===== src/rtl/tp_mem_fifo_ctrl_16384_32_pkg.sv =====
// Shared constants and the read-credit rule for the tp_mem_2r2w_16384_32 FIFO controller.
package tp_mem_fifo_ctrl_16384_32_pkg;

   localparam int DEPTH      = 16384;
   localparam int ADDR_W     = 14;
   localparam int DATA_W     = 32;
   localparam int CNT_W      = 15;
   localparam int SKID_DEPTH = 2;
   localparam int OCC_W      = $clog2(SKID_DEPTH + 1);

   // A read may be issued only if a skid slot is guaranteed free when its data lands.
   function automatic logic can_issue(input logic [OCC_W-1:0] occ,
                                      input logic             inflight,
                                      input logic             pop);
      int signed credit;
      credit = SKID_DEPTH - int'(occ) - int'(inflight) + int'(pop);
      return credit >= 1;
   endfunction

endpackage


===== src/rtl/tp_fifo2_skid.sv =====
// Two-entry register FIFO that absorbs the memory read latency; head is always in head_q.
module tp_fifo2_skid
   import tp_mem_fifo_ctrl_16384_32_pkg::*;
(
   input  logic              clk,
   input  logic              rst,
   input  logic              wr_en,
   input  logic [DATA_W-1:0] wr_data,
   input  logic              rd_en,
   output logic [DATA_W-1:0] rd_data,
   output logic [OCC_W-1:0]  occupancy
);

   logic [DATA_W-1:0] head_q;
   logic [DATA_W-1:0] tail_q;
   logic [OCC_W-1:0]  occ_q;
   logic              rd_eff;

   assign rd_eff    = rd_en && (occ_q != '0);
   assign rd_data   = head_q;
   assign occupancy = occ_q;

   always_ff @(posedge clk or posedge rst) begin
      if (rst) begin
         occ_q <= '0;
      end else begin
         occ_q <= occ_q + OCC_W'(wr_en) - OCC_W'(rd_eff);
      end
   end

   // Head holds its last value once the buffer empties.
   always_ff @(posedge clk) begin
      case (occ_q)
         2'd0: begin
            if (wr_en) head_q <= wr_data;
         end
         2'd1: begin
            if (wr_en && rd_eff) head_q <= wr_data;
            else if (wr_en)      tail_q <= wr_data;
         end
         default: begin
            if (rd_eff) begin
               head_q <= tail_q;
               if (wr_en) tail_q <= wr_data;
            end
         end
      endcase
   end

   a_no_overflow: assert property (@(posedge clk) disable iff (rst)
      !(wr_en && (occ_q == OCC_W'(SKID_DEPTH)) && !rd_en));

endmodule


===== src/rtl/tp_mem_fifo_ctrl_16384_32.sv =====
// FIFO controller: write/read pointers and read-issue credit around an external 2r2w memory.
module tp_mem_fifo_ctrl_16384_32
   import tp_mem_fifo_ctrl_16384_32_pkg::*;
(
   input  logic              clk,
   input  logic              rst,
   input  logic              in_valid,
   output logic              in_ready,
   input  logic [DATA_W-1:0] in_data,
   output logic              out_valid,
   input  logic              out_ready,
   output logic [DATA_W-1:0] out_data,
   output logic [CNT_W-1:0]  count,
   output logic              mem_wen_a,
   output logic [ADDR_W-1:0] mem_addr_a,
   output logic [DATA_W-1:0] mem_data_in_a,
   output logic [ADDR_W-1:0] mem_addr_b,
   input  logic [DATA_W-1:0] mem_data_out_b
);

   logic [ADDR_W-1:0] wr_ptr;
   logic [ADDR_W-1:0] rd_ptr;
   logic [CNT_W-1:0]  mem_cnt;
   logic              inflight;
   logic [OCC_W-1:0]  skid_occ;
   logic              push;
   logic              pop;
   logic              issue;

   assign in_ready  = !rst && (mem_cnt != CNT_W'(DEPTH));
   assign push      = in_valid && in_ready;
   assign out_valid = (skid_occ != '0);
   assign pop       = out_valid && out_ready;
   assign issue     = (mem_cnt != '0) && can_issue(skid_occ, inflight, pop);

   assign mem_wen_a     = push;
   assign mem_addr_a    = wr_ptr;
   assign mem_data_in_a = in_data;
   assign mem_addr_b    = rd_ptr;

   assign count = mem_cnt + CNT_W'(inflight) + CNT_W'(skid_occ);

   // Issue stage: inflight marks data arriving from the memory next cycle.
   always_ff @(posedge clk or posedge rst) begin
      if (rst) begin
         wr_ptr   <= '0;
         rd_ptr   <= '0;
         mem_cnt  <= '0;
         inflight <= 1'b0;
      end else begin
         if (push)  wr_ptr <= wr_ptr + ADDR_W'(1);
         if (issue) rd_ptr <= rd_ptr + ADDR_W'(1);
         inflight <= issue;
         mem_cnt  <= mem_cnt + CNT_W'(push) - CNT_W'(issue);
      end
   end

   // Capture stage
   tp_fifo2_skid u_skid (
      .clk       (clk),
      .rst       (rst),
      .wr_en     (inflight),
      .wr_data   (mem_data_out_b),
      .rd_en     (pop),
      .rd_data   (out_data),
      .occupancy (skid_occ)
   );

endmodule


===== config.mk =====
export PLATFORM = sky130hd
export DESIGN_NAME = tp_mem_fifo_ctrl_16384_32
export DESIGN_NICKNAME = d
export VERILOG_FILES = /design/src/rtl/tp_mem_fifo_ctrl_16384_32_pkg.sv /design/src/rtl/tp_fifo2_skid.sv /design/src/rtl/tp_mem_fifo_ctrl_16384_32.sv
export SDC_FILE = /design/constraint.sdc
export NUM_CORES = 1
export LEC_CHECK = 0
export BUFFER_PORTS_ARGS = -buffer_cell sky130_fd_sc_hd__buf_2
export CAP_MARGIN = 40
export CORE_UTILIZATION = 30
export CTS_CLUSTER_SIZE = 8
export DETAILED_ROUTE_END_ITERATION = 8
export PLACE_DENSITY_LB_ADDON = 0.25
export SLEW_MARGIN = 20
export SYNTH_ARGS = -nofsm -noshare
export SYNTH_HDL_FRONTEND = slang
export SYNTH_SLANG_ARGS = --single-unit

===== constraint.sdc =====
create_clock -name clk -period 8.8 [get_ports clk]
set_input_delay 1.76 -clock clk [delete_from_list [all_inputs] [get_ports clk]]
set_output_delay 1.76 -clock clk [all_outputs]
set_load 0.02 [all_outputs]

; ---- Word-level counts from Yosys, hierarchy flattened
; Index checks and enable logic that the tools add are counted.
[totals]
ff_bits = 110
in_bits = 68
out_inout_bits = 110
wordCells = 47
[classes]
n_addsub = 11
order_cmp = 1
eq_ne = 5
muxes = 8
bitwise = 1
n_reduce_logical = 14
[ops]
columns = cell, n
row1 = 2-to-1 mux 32 bit, 6
row2 = case mux 32 bit (2 select lines), 2
row3 = adder 15 x 1 -> 15 bit, 2
row4 = adder 14 x 1 -> 14 bit (second input constant), 2
row5 = adder 15 x 2 -> 15 bit, 1
row6 = inequality test 15 bit (second input constant), 1
row7 = nonzero test 15 bit, 1
row8 = subtractor 15 x 1 -> 15 bit, 1
row9 = logical AND 1 bit, 6
row10 = AND reduction 3 bit, 2
row11 = adder 4 x 2 -> 5 bit, 1
row12 = >= comparator 5 x 2 -> 1 bit (second input constant), 1
row13 = inequality test 2 bit (second input constant), 2
row14 = nonzero test 2 bit, 2
row15 = subtractor 3 x 2 -> 4 bit, 1
row16 = nonzero test 3 bit, 1
row17 = subtractor 2 x 2 -> 3 bit (first input constant), 1
row18 = adder 2 x 1 -> 2 bit, 1
row19 = == test 2 x 1 -> 1 bit (second input constant), 1
row20 = logical NOT 2 bit, 1
row21 = inequality test 2 x 1 -> 1 bit (second input constant), 1
row22 = subtractor 2 x 1 -> 2 bit, 1
row23 = logical NOT 1 bit, 1
row24 = inverter 1 bit, 1

; ---- Longest topological paths before layout
; Gate-level depths: netlist (run 1).
[logic_depth]
ltp_word = 6
ltp_mapped = 19

; ---- Hierarchy
; A second synthesis (run 1) with hierarchy kept.
[unflattened]
hier_cells = 471
hier_area_um2 = 5898.2
[by_module_without_submodules]
columns = mod, n_inst, cells_each, area_each_um2, seq_area_each_um2
row1 = tp_mem_fifo_ctrl_16384_32, 1, 356, 3435.8, 1101.1
row2 = tp_fifo2_skid, 1, 115, 2462.4, 1971.9

; ---- Worst setup path before layout (run 1)
; Ideal clock, no wire load.
[synth_path]
kind = input port to flip-flop
start = input out_ready
end = register mem_cnt[14]
setup_time_ns = 0.080
arrival_ns = 5.109
t_required_ns = 8.720
path_slack_ns = 3.611
path_stages = 17
path_cell_list = nor2b_1 > ha_1 > inv_1 > fa_1 > inv_1 > ha_1 > a2111oi_4 > nor2_2 > ha_1 > inv_1 > ha_1 > fa_1 > a211o_1 > a31oi_1 > a211oi_1 > o21ai_1 > xnor2_1
[synth_between]
elab_chain_len = 5
[synth_rtl]
columns = item, line_no
row1 = start: declaration, tp_mem_fifo_ctrl_16384_32.sv:11  ; input logic out_ready,
row2 = logical AND 1 bit, tp_mem_fifo_ctrl_16384_32.sv:33  ; assign pop = out_valid && out_ready;
row3 = adder 4 x 2 -> 5 bit, tp_mem_fifo_ctrl_16384_32_pkg.sv:16  ; credit = SKID_DEPTH - int'(occ) - int'(inflight) + int'(pop);
row4 = >= comparator 5 x 2 -> 1 bit, tp_mem_fifo_ctrl_16384_32_pkg.sv:17  ; return credit >= 1;
row5 = logical AND 1 bit, tp_mem_fifo_ctrl_16384_32.sv:34  ; assign issue = (mem_cnt != '0) && can_issue(skid_occ, inflight, pop);
row6 = net issue, tp_mem_fifo_ctrl_16384_32.sv:28  ; logic issue;
row7 = subtractor 15 x 1 -> 15 bit, tp_mem_fifo_ctrl_16384_32.sv:54  ; mem_cnt <= mem_cnt + CNT_W'(push) - CNT_W'(issue);
row8 = end signal: assignment, tp_mem_fifo_ctrl_16384_32.sv:54
row9 = end: declaration, tp_mem_fifo_ctrl_16384_32.sv:23  ; logic [CNT_W-1:0] mem_cnt;
; The timed path passes the listed nets, and every way through them passes these cells.
; A chain may end at the register's enable or synchronous reset.

; ---- Final worst setup path (run 1)
[layout_path]
start = input out_ready
end = register mem_cnt[10]
; The elaborated chain is that of the path after synthesis.

==> results of run 1 <==
how the worst max path moves through the flow:
stage / start / end / slack (ps) / cells after the start
after floorplan: out_ready / mem_cnt[14]$_DFF_PP0_ / 3610 / 17
after global placement: out_ready / mem_cnt[14]$_DFF_PP0_ / 3220 / 18
after detailed placement: out_ready / mem_cnt[14]$_DFF_PP0_ / 3120 / 18
after CTS: out_ready / mem_cnt[10]$_DFF_PP0_ / 3480 / 18
after global routing: out_ready / mem_cnt[14]$_DFF_PP0_ / 3200 / 18
final: out_ready / mem_cnt[10]$_DFF_PP0_ / 3480 / 18
power by group:
part | total (uW) | switching (uW) | internal (uW) | leakage (uW)
registers | 961 | 138 | 823 | 0.00119
clock network | 406 | 205 | 201 | 0.000143
logic | 1590 | 936 | 655 | 0.00158
total | 2960 | 1280 | 1680 | 0.00291
cell usage in the layout, fill, tap and decap left out, drive strengths merged, types with 3 or more instances in the layout:
cell type	instances
nand2	20
nand3	10
o21ai	8
edfxtp	64
nand2b	6
nand4	6
nor3	5
nor2	12
clkbuf	10
dfrtp	46
xor2	10
a211oi	3
a21oi	11
xnor2	44
inv	39
and4	5
and3	5
mux2	34
nor2b	7
buf	117
ha	43
fa	5
state kept, by name, summed over array words and instances (netlist names):
register	count
inflight	1
mem_addr_a	14
mem_addr_b	14
mem_cnt	15
u_skid.occupancy	2
u_skid.rd_data	32
u_skid.tail_q	32
cells by family after synthesis:
kind of cell             after synthesis  share of synthesized area, %
flip-flops                           110                          53.6
AND/OR/NAND/NOR                       84                          8.20
buffers and inverters                 71                          6.74
XOR/XNOR                              54                          8.25
adder cells (fa/ha/maj)               48                          11.1
AO/OA/AOI/OAI                         41                          5.35
multiplexers                          34                          6.74
layer usage:
metal | vias up | share of wire [%] | wire [um] | global-route usage, %
met2 | 123 | 46 | 5370 | 19.8
met1 | 1718 | 46 | 5340 | 16.2
met5 | - | 0 | 0 | 0
met3 | 25 | 6.6 | 767 | 3.28
met4 | 0 | 1.6 | 189 | 4.74
li1 | 1715 | - | - | -
worst max-delay path, stage by stage:
cell and delay (ps):
buf_2 120, nor2b_1 150, ha_1 190, inv_1 60
fa_1 350, inv_1 60, ha_1 240, a2111oi_4 430
nor2_2 140, ha_1 300, inv_1 40, ha_1 220
fa_1 430, a211o_1 280, a31oi_1 330, a211oi_1 160
nor2b_1 170, xnor2_1 140
layout make-up:
| class | instances | share of cell area (%) |
|---|---|---|
| flip-flops and latches | 110 | 45.9 |
| repair buffers | 117 | 9.27 |
| clock buffers | 10 | 3.42 |
| well taps | 234 | 4.37 |
| clock inverters | 6 | 0.934 |
| inverters | 35 | 1.96 |
| multi-input cells | 261 | 34.2 |
stage by stage:
step / std cells / util [%] / setup WS (ps) / hold slack, ps / total power [uW]
global route: 773 / 35.8 / 3200 / 493 / 3210
floorplan: 442 / - / 3610 / 522 / 2150
global placement: 755 / 34.0 / 3220 / 461 / 2540
detailed placement: 757 / 34.2 / 3120 / 463 / 2580
finish: 773 / 35.8 / 3480 / 465 / 2960
CTS: 773 / 35.8 / 3480 / 474 / 3010
==> flow_summary_export.csv, run 1 <==
group,metric,value,unit
status,status,"finished clean",
floorplanning,die_x,140,um
synth,yosysMostFrequentCell,"edfxtp_1",
grt,grt_pass1_wl,19.0,mm
sta,setup_viol,0,
place,io_buffer_count,113,
worst_setup_path,worst_setup_path_start_kind,"input pin",
power_and_ir_drop,power_density,442,mW/mm2
clocking,clk_latency,360,ps
synth,synth-async-reset-ratio,41.8,%
cells_and_area,area_delta_synth_final,16.8,%
worst_setup_path,cp-end-kind,"flop",
clocking,cts_hold_buf,0,
cells_and_area,fillers,1817,
sta,hold_viol_final,0,
worst_setup_path,crit_fanout,5,
synth,syn_inst,442,
cells_and_area,layout-drive-gt1-share,33.0,%
clocking,cts_tree,"built",
power_and_ir_drop,ir_drop,0.168,mV
synth,synthFlopType,"edfxtp_1",
detailed_routing,wl_per_cell,15.1,um
sta,fin_tns_setup,0,ps
detailed_routing,drt_pass1_iterations,4,
hold_path,holdPathStages,1,
floorplanning,fp.coreArea,0.0187,mm2
detailed_routing,vias_per_cell,4.63,
floorplanning,start_util,30.7,%
sta,period_share,60.5,%
sta,fin_skew,8.67,ps
cells_and_area,num_antenna_cells,0,
hold_path,hold_start,"mem_addr_b[13]$_DFFE_PP0P_",
place,routabilityCongestion,0.827,
worst_setup_path,reg2reg_depth,19,
sta,max-slew-margin-rel,60.0,%
cells_and_area,final_cell_area,0.00670,mm2
worst_setup_path,ff2ff_setup_slack,4060,ps
cells_and_area,regArea,0.00307,mm2
floorplanning,fp.dieH,140,um
cells_and_area,multiInputGateArea,0.00229,mm2
synth,synth_top_area_share,33.5,%
floorplanning,rows,50,
clocking,post_cts_resized,0,
run,drv_cap,0,
synth,synth_seq_area_share,53.6,%
hold_path,hold_class,"flop to flop",
synth,synth_edf_count,64,
worst_setup_path,timing.rr.start,"u_skid.occupancy[1]$_DFF_PP0_",
power_and_ir_drop,leakage,0.00291,uW
worst_setup_path,criticalPathCategory,"input pin to flop",
grt,grt_max_degree,33,
detailed_routing,via_count,3581,
synth,synth_top_cells_by_count,"64 x edfxtp_1, 46 x dfrtp_1, 44 x xnor2_1",
grt,grt_pass1_vias,3568,
sta,slew_violations,0,
synth,synth_area_per_cell,13.0,um2
clocking,cts_buffers,9,
sta,worstMarginPinSlew,595,ps
grt,gr-total-overflow,0,
worst_setup_path,arrival,5600,ps
clocking,htree_levels,3,
grt,grt_antenna_before_repair,0,
detailed_routing,drc,0,
detailed_routing,routed_wl,11.7,mm
synth,ys_top_cells_by_area,"edfxtp_1 34%, dfrtp_1 20%, ha_1 9.4%",
sta,fin_crit,5320,ps
clocking,clockRootBuffer,"clkbuf_16",
worst_setup_path,required,9070,ps
floorplanning,die_area,0.0197,mm2
place,hpwl,8.67,mm
clocking,clk_pin_slew,70,ps
grt,track_usage,12.5,%
cells_and_area,nNetsFinal,650,
sta,rsz0062_at_grt,"no",
floorplanning,io_pins,178,
synth,synth.distinct_cells,51,
synth,synth_top_area_cell,"edfxtp_1",
synth,ys_warn_count,0,
synth,synth_fp_nets,558,
clocking,cts_sinks,110,
place,placed_cell_area,0.00640,mm2
clocking,cts_setup_buffers,0,
clocking,clockBufferDepth,2,
synth,syn-cell-area,0.00573,mm2
synth,synth_seq_cells,110,
sta,fmax,0.188,GHz
hold_path,hold_path_end,"mem_addr_b[13]$_DFFE_PP0P_",
detailed_routing,drtIter0Drc,116,
worst_setup_path,reg2reg_to,"mem_cnt[10]$_DFF_PP0_",
detailed_routing,ant_nets,0,
(Power assumes the default switching activity.)
==> inputs of run 2 (changes only) <==
clock period = 4.49 ns   (was 8.8 ns; I/O delays follow)
==> flow_summary_export.csv, run 2 (synthesis gave the netlist of run 1 again) <==
group,metric,value,unit
worst_setup_path,crit_fanout,5,
worst_setup_path,criticalPathCategory,"flop to flop",
power_and_ir_drop,power_density,868,mW/mm2
clocking,clockBufferDepth,2,
grt,gr-total-overflow,0,
cells_and_area,regArea,0.00307,mm2
place,io_buffer_count,113,
sta,setup_viol,0,
grt,grt_pass1_wl,18.5,mm
sta,slew_violations,0,
place,preCtsSetupSlack,-101,ps
floorplanning,die_x,140,um
worst_setup_path,required,4770,ps
detailed_routing,route.met2.wl,5.25,mm
detailed_routing,drc,0,
grt,grt_antenna_before_repair,0,
sta,finalHoldWorstSlack,467,ps
floorplanning,fp.coreArea,0.0187,mm2
cells_and_area,nNetsFinal,658,
detailed_routing,wl_per_cell,14.7,um
detailed_routing,routed.top_layer,"met4",
clocking,clk_latency,350,ps
run,drv_cap,0,
cells_and_area,multiInputGateArea,0.00229,mm2
detailed_routing,vias_per_cell,4.61,
floorplanning,die_area,0.0197,mm2
cells_and_area,fillers,1837,
clocking,cts_sinks,110,
detailed_routing,drtIter0Drc,87,
cells_and_area,layout-drive-gt1-share,34.2,%
worst_setup_path,arrival,4440,ps
power_and_ir_drop,ir_drop,0.339,mV
place,hpwl,8.52,mm
clocking,clk_pin_slew,80,ps
clocking,cts_buffers,9,
cells_and_area,mostFrequentLayoutCell,"buf_2",
sta,fin_crit,4170,ps
sta,setup_ws,325,ps
floorplanning,rows,50,
grt,grt_pass1_vias,3707,
floorplanning,start_util,30.7,%
detailed_routing,wl_met3,680,um
detailed_routing,drt_pass1_iterations,4,
place,dp_cells,764,
clocking,htree_levels,3,
floorplanning,fp.dieH,140,um
cells_and_area,final_cells,780,
cells_and_area,num_antenna_cells,0,
sta,hold_viol_final,0,
cells_and_area,area_delta_synth_final,17.3,%
sta,worstMarginPinSlew,619,ps
detailed_routing,via_count,3594,
power_and_ir_drop,leakage,0.00293,uW
detailed_routing,ant_nets,0,
detailed_routing,wl_met1,5.38,mm
sta,max-slew-margin-rel,58.7,%
sta,rsz0062_at_grt,"no",
floorplanning,io_pins,178,
sta,fmax,0.240,GHz
worst_setup_path,cp-end-kind,"flop",
clocking,cts_tree,"built",
grt,track_usage,12.0,%
worst_setup_path,worst_setup_path_start_kind,"flop",
cells_and_area,final_cell_mix,"113 x buf_2, 64 x edfxtp_1, 46 x dfrtp_1",
status,status,"finished clean",
sta,fin_skew,11.5,ps
grt,grt_max_degree,47,
sta,period_share,92.8,%
hold_path,hold_class,"flop to flop",
place,routabilityCongestion,0.813,
detailed_routing,routed_wl,11.5,mm
clocking,clockRootBuffer,"clkbuf_16",
==> run 2: per-layer routing <==
layer | vias up | GRT usage [%]
li1 | 1724 | -
met4 | 0 | 3.70
met2 | 112 | 19.7
met1 | 1734 | 15.5
met5 | - | 0
met3 | 24 | 3.15
==> run 2: cell type report <==
type | instances | area share [%]
multi-input combinational | 261 | 34.1
clock inverter | 6 | 0.800
inverter | 35 | 1.95
timing repair buffer | 125 | 9.75
clock buffer | 9 | 3.35
sequential | 110 | 45.7
tap | 234 | 4.35
==> run 2: report_power, final <==
| group | internal (uW) | switching, uW | leakage, uW |
|---|---|---|---|
| Combinational | 1340 | 1860 | 0.00161 |
| Clock | 383 | 378 | 0.000128 |
| Sequential | 1610 | 253 | 0.00119 |
==> run 2: worst max-delay path: stages (launching register included) <==
cell and delay, ps:
dfrtp_1 380, inv_1 160, ha_1 260, inv_1 60, ha_1 150, inv_1 50
fa_1 350, inv_1 60, ha_1 240, a2111oi_4 360, nor2_2 90, ha_1 280
inv_1 40, ha_1 200, buf_4 140, a211oi_1 270, o31ai_1 110, buf_4 150
o211ai_1 330, o311ai_0 210, a21oi_1 180
==> run 2: path summary, 6_finish.rpt <==
path / from / slack [ps] / cells after the start / end
worst max-delay path: u_skid.occupancy[0]$_DFF_PP0_ / 320 / 20 / mem_cnt[13]$_DFF_PP0_
worst min-delay path: mem_addr_b[13]$_DFFE_PP0P_ / 470 / 1 / mem_addr_b[13]$_DFFE_PP0P_
worst max register to register: u_skid.occupancy[0]$_DFF_PP0_ / 320 / 20 / mem_cnt[13]$_DFF_PP0_
worst min register to register: mem_addr_b[13]$_DFFE_PP0P_ / 470 / 1 / mem_addr_b[13]$_DFFE_PP0P_
max in group asynchronous: rst / 3330 / 3 / mem_addr_b[5]$_DFFE_PP0P_
min in group asynchronous: rst / 730 / 3 / mem_cnt[13]$_DFF_PP0_
==> run 2: per-stage QoR <==
| step | cell area, um2 | setup TNS [ps] | utilization (%) | total power (uW) |
|---|---|---|---|---|
| floorplan | 5730 | 0 | - | 4220 |
| global placement | 6430 | 0 | 34.4 | 5050 |
| detailed placement | 6430 | -382 | 34.4 | 5110 |
| CTS | 6710 | 0 | 35.9 | 5920 |
| global route | 6730 | 0 | 36.0 | 6320 |
| finish | 6730 | 0 | 36.0 | 5840 |
==> run 2: timing repair <==
| item | in CTS | in global routing |
|---|---|---|
| hold buffers | 0 | 0 |
| endpoints found under the setup margin | 0 | 6 |
| resized for setup | 0 | 1 |
| setup buffers | 0 | 1 |
==> inputs of run 3 (changes only) <==
clock period = 4.28 ns   (was 4.49 ns; I/O delays follow)
==> flow_summary_export.csv, run 3 (synthesis gave the netlist of run 1 again) <==
group,metric,value,unit
grt,grt_max_degree,47,
place,placed_cell_area,0.00644,mm2
detailed_routing,routed_wl,11.8,mm
sta,worstMarginPinSlew,619,ps
power_and_ir_drop,ir_drop,0.424,mV
worst_setup_path,ff2ff_setup_slack,330,ps
place,io_buffer_count,113,
worst_setup_path,reg2reg_depth,15,
power_and_ir_drop,power.internal,3590,uW
grt,gr-total-overflow,0,
cells_and_area,layout-drive-gt1-share,35.0,%
grt,track_usage,12.6,%
cells_and_area,mostFrequentLayoutCell,"buf_2",
cells_and_area,fillers,1815,
clocking,clk_latency,360,ps
worst_setup_path,timing.rr.start,"u_skid.occupancy[0]$_DFF_PP0_",
worst_setup_path,cp.depth,15,
status,status,"finished clean",
place,hpwl,8.55,mm
worst_setup_path,crit_fanout,5,
sta,fin_tns_setup,0,ps
grt,grt_pass1_vias,3704,
worst_setup_path,crit_buf_inv,2,
hold_path,hold_class,"flop to flop",
floorplanning,fp.dieH,140,um
worst_setup_path,crit_family,"adder cells",
worst_setup_path,cp-startpoint,"u_skid.occupancy[0]$_DFF_PP0_",
clocking,htree_levels,3,
clocking,cts_tree,"built",
detailed_routing,via_count,3625,
cells_and_area,final_cell_area,0.00678,mm2
worst_setup_path,max_stage_delay,430,ps
sta,setup_viol,0,
worst_setup_path,setup.worst_path.end,"mem_cnt[10]$_DFF_PP0_",
floorplanning,die_area,0.0197,mm2
clocking,cts_buffers,9,
worst_setup_path,critPathSlowestCell,"fa_1",
detailed_routing,drtIter0Drc,128,
clocking,cts_hold_buf,0,
floorplanning,rows,50,
run,drv_cap,0,
power_and_ir_drop,switching_share,42.6,%
sta,fin_crit,3950,ps
worst_setup_path,arrival,4220,ps
sta,finalHoldWorstSlack,466,ps
worst_setup_path,cp_cell_sequence,"inv_2 -> ha_1 -> fa_1 -> or3b_4 -> a2111oi_4 -> nor2_2 -> ha_1 -> inv_1 -> ha_1 -> fa_2 -> a211o_1 -> a31oi_4 -> a211oi_1 -> nor2b_1 -> xnor2_1",
place,routabilityCongestion,0.891,
detailed_routing,drc,0,
cells_and_area,final_cells,783,
detailed_routing,ant_nets,0,
worst_setup_path,worst_setup_path_start_kind,"flop",
grt,grt_pass1_wl,19.3,mm
cells_and_area,final_cell_mix,"113 x buf_2, 64 x edfxtp_1, 46 x dfrtp_1",
clocking,clockRootBuffer,"clkbuf_16",
sta,fmax,0.253,GHz
power_and_ir_drop,leakage,0.00295,uW
power_and_ir_drop,power_density,922,mW/mm2
power_and_ir_drop,p_sw,2670,uW
clocking,cts_sinks,110,
sta,max-slew-margin-rel,58.7,%
worst_setup_path,cpMostUsedCell,"ha_1",
floorplanning,start_util,30.7,%
sta,hold_viol_final,0,
sta,rsz0062_at_grt,"no",
power_and_ir_drop,p_comb_share,54.7,%
sta,period_share,92.3,%
cells_and_area,area_delta_synth_final,18.3,%
grt,grt_antenna_before_repair,0,
clocking,clk_pin_slew,80,ps
cells_and_area,finalCoreUtilization,36.3,%
cells_and_area,nNetsFinal,660,
worst_setup_path,required,4550,ps
floorplanning,die_x,140,um
clocking,clockBufferDepth,2,
worst_setup_path,criticalPathCategory,"flop to flop",
floorplanning,fp.coreArea,0.0187,mm2
worst_setup_path,cp-end-kind,"flop",
detailed_routing,wl_per_cell,15.1,um
worst_setup_path,reg2reg_to,"mem_cnt[10]$_DFF_PP0_",
floorplanning,io_pins,178,
power_and_ir_drop,seq_power_share,31.4,%
cells_and_area,num_antenna_cells,0,
sta,fin_skew,13.0,ps
detailed_routing,drt_pass1_iterations,4,
power_and_ir_drop,power_frac_clock,13.9,%
sta,slew_violations,0,
place,dp_cells,764,
detailed_routing,vias_per_cell,4.63,
-- run 3: worst min path at each step --
| stage | start | endpoint | slack [ps] | depth (start not counted) |
|---|---|---|---|---|
| floorplan | inflight$_DFF_PP0_ | u_skid.occupancy[0]$_DFF_PP0_ | 520 | 1 |
| global placement | mem_addr_a[13]$_DFFE_PP0P_ | mem_addr_a[13]$_DFFE_PP0P_ | 460 | 1 |
| detailed placement | mem_addr_b[13]$_DFFE_PP0P_ | mem_addr_b[13]$_DFFE_PP0P_ | 460 | 1 |
| CTS | mem_addr_b[13]$_DFFE_PP0P_ | mem_addr_b[13]$_DFFE_PP0P_ | 470 | 1 |
| global route | mem_addr_a[13]$_DFFE_PP0P_ | mem_addr_a[13]$_DFFE_PP0P_ | 490 | 1 |
| finish | mem_addr_b[13]$_DFFE_PP0P_ | mem_addr_b[13]$_DFFE_PP0P_ | 470 | 1 |
-- run 3: per-stage QoR --
step / worst slack (ps) / power [uW]
4_1_cts: 50.6 / 6300
5_1_grt: 87.0 / 6770
3_5_place_dp: -186 / 5400
6_report: 328 / 6260
2_1_floorplan: 45.5 / 4430
3_3_place_gp: -98.3 / 5320
-- run 3: metal layers --
layer	vias up	GRT usage, %	routed length (um)
li1	1728	-	-
met1	1758	16.1	5440
met2	117	20.4	5440
met3	22	3.93	780
met4	0	3.47	152
met5	-	0	0
-- run 3: what timing repair did --
item	in CTS	in global routing
gates resized for setup	0	4
endpoints found under the setup margin	0	7
buffers inserted	0	3
-- run 3: area by class of cell --
cell class                 instances  area, um2  share of cell area (%)
clock buffer                      10        229                    3.38
inverter                          35        131                    1.94
timing repair buffer             127        671                    9.89
tap                              234        293                    4.32
clock inverter                     6       76.3                    1.13
sequential                       110       3070                    45.3
multi-input combinational        261       2310                    34.1
-- run 3: worst reg2reg max path, delay by kind of cell, from the launching register on --
| kind | cells | cell delay [ps] |
|---|---|---|
| DFF | 1 | 420 |
| and+or+nand+nor | 3 | 650 |
| xor gates and xnor gates | 1 | 130 |
| AOI/OAI and AO/OA | 4 | 1000 |
| buffers and inverters | 2 | 160 |
| adders and majority gates | 5 | 1510 |
-- run 3: power by group through the flow --
stage | clock (uW) | combinational, uW | sequential [uW]
CTS | 905 | 3430 | 1970
finish | 873 | 3420 | 1960
floorplan | 0 | 2210 | 2230
global route | 944 | 3810 | 2020
global placement | 0 | 3350 | 1970
detailed placement | 0 | 3410 | 1980
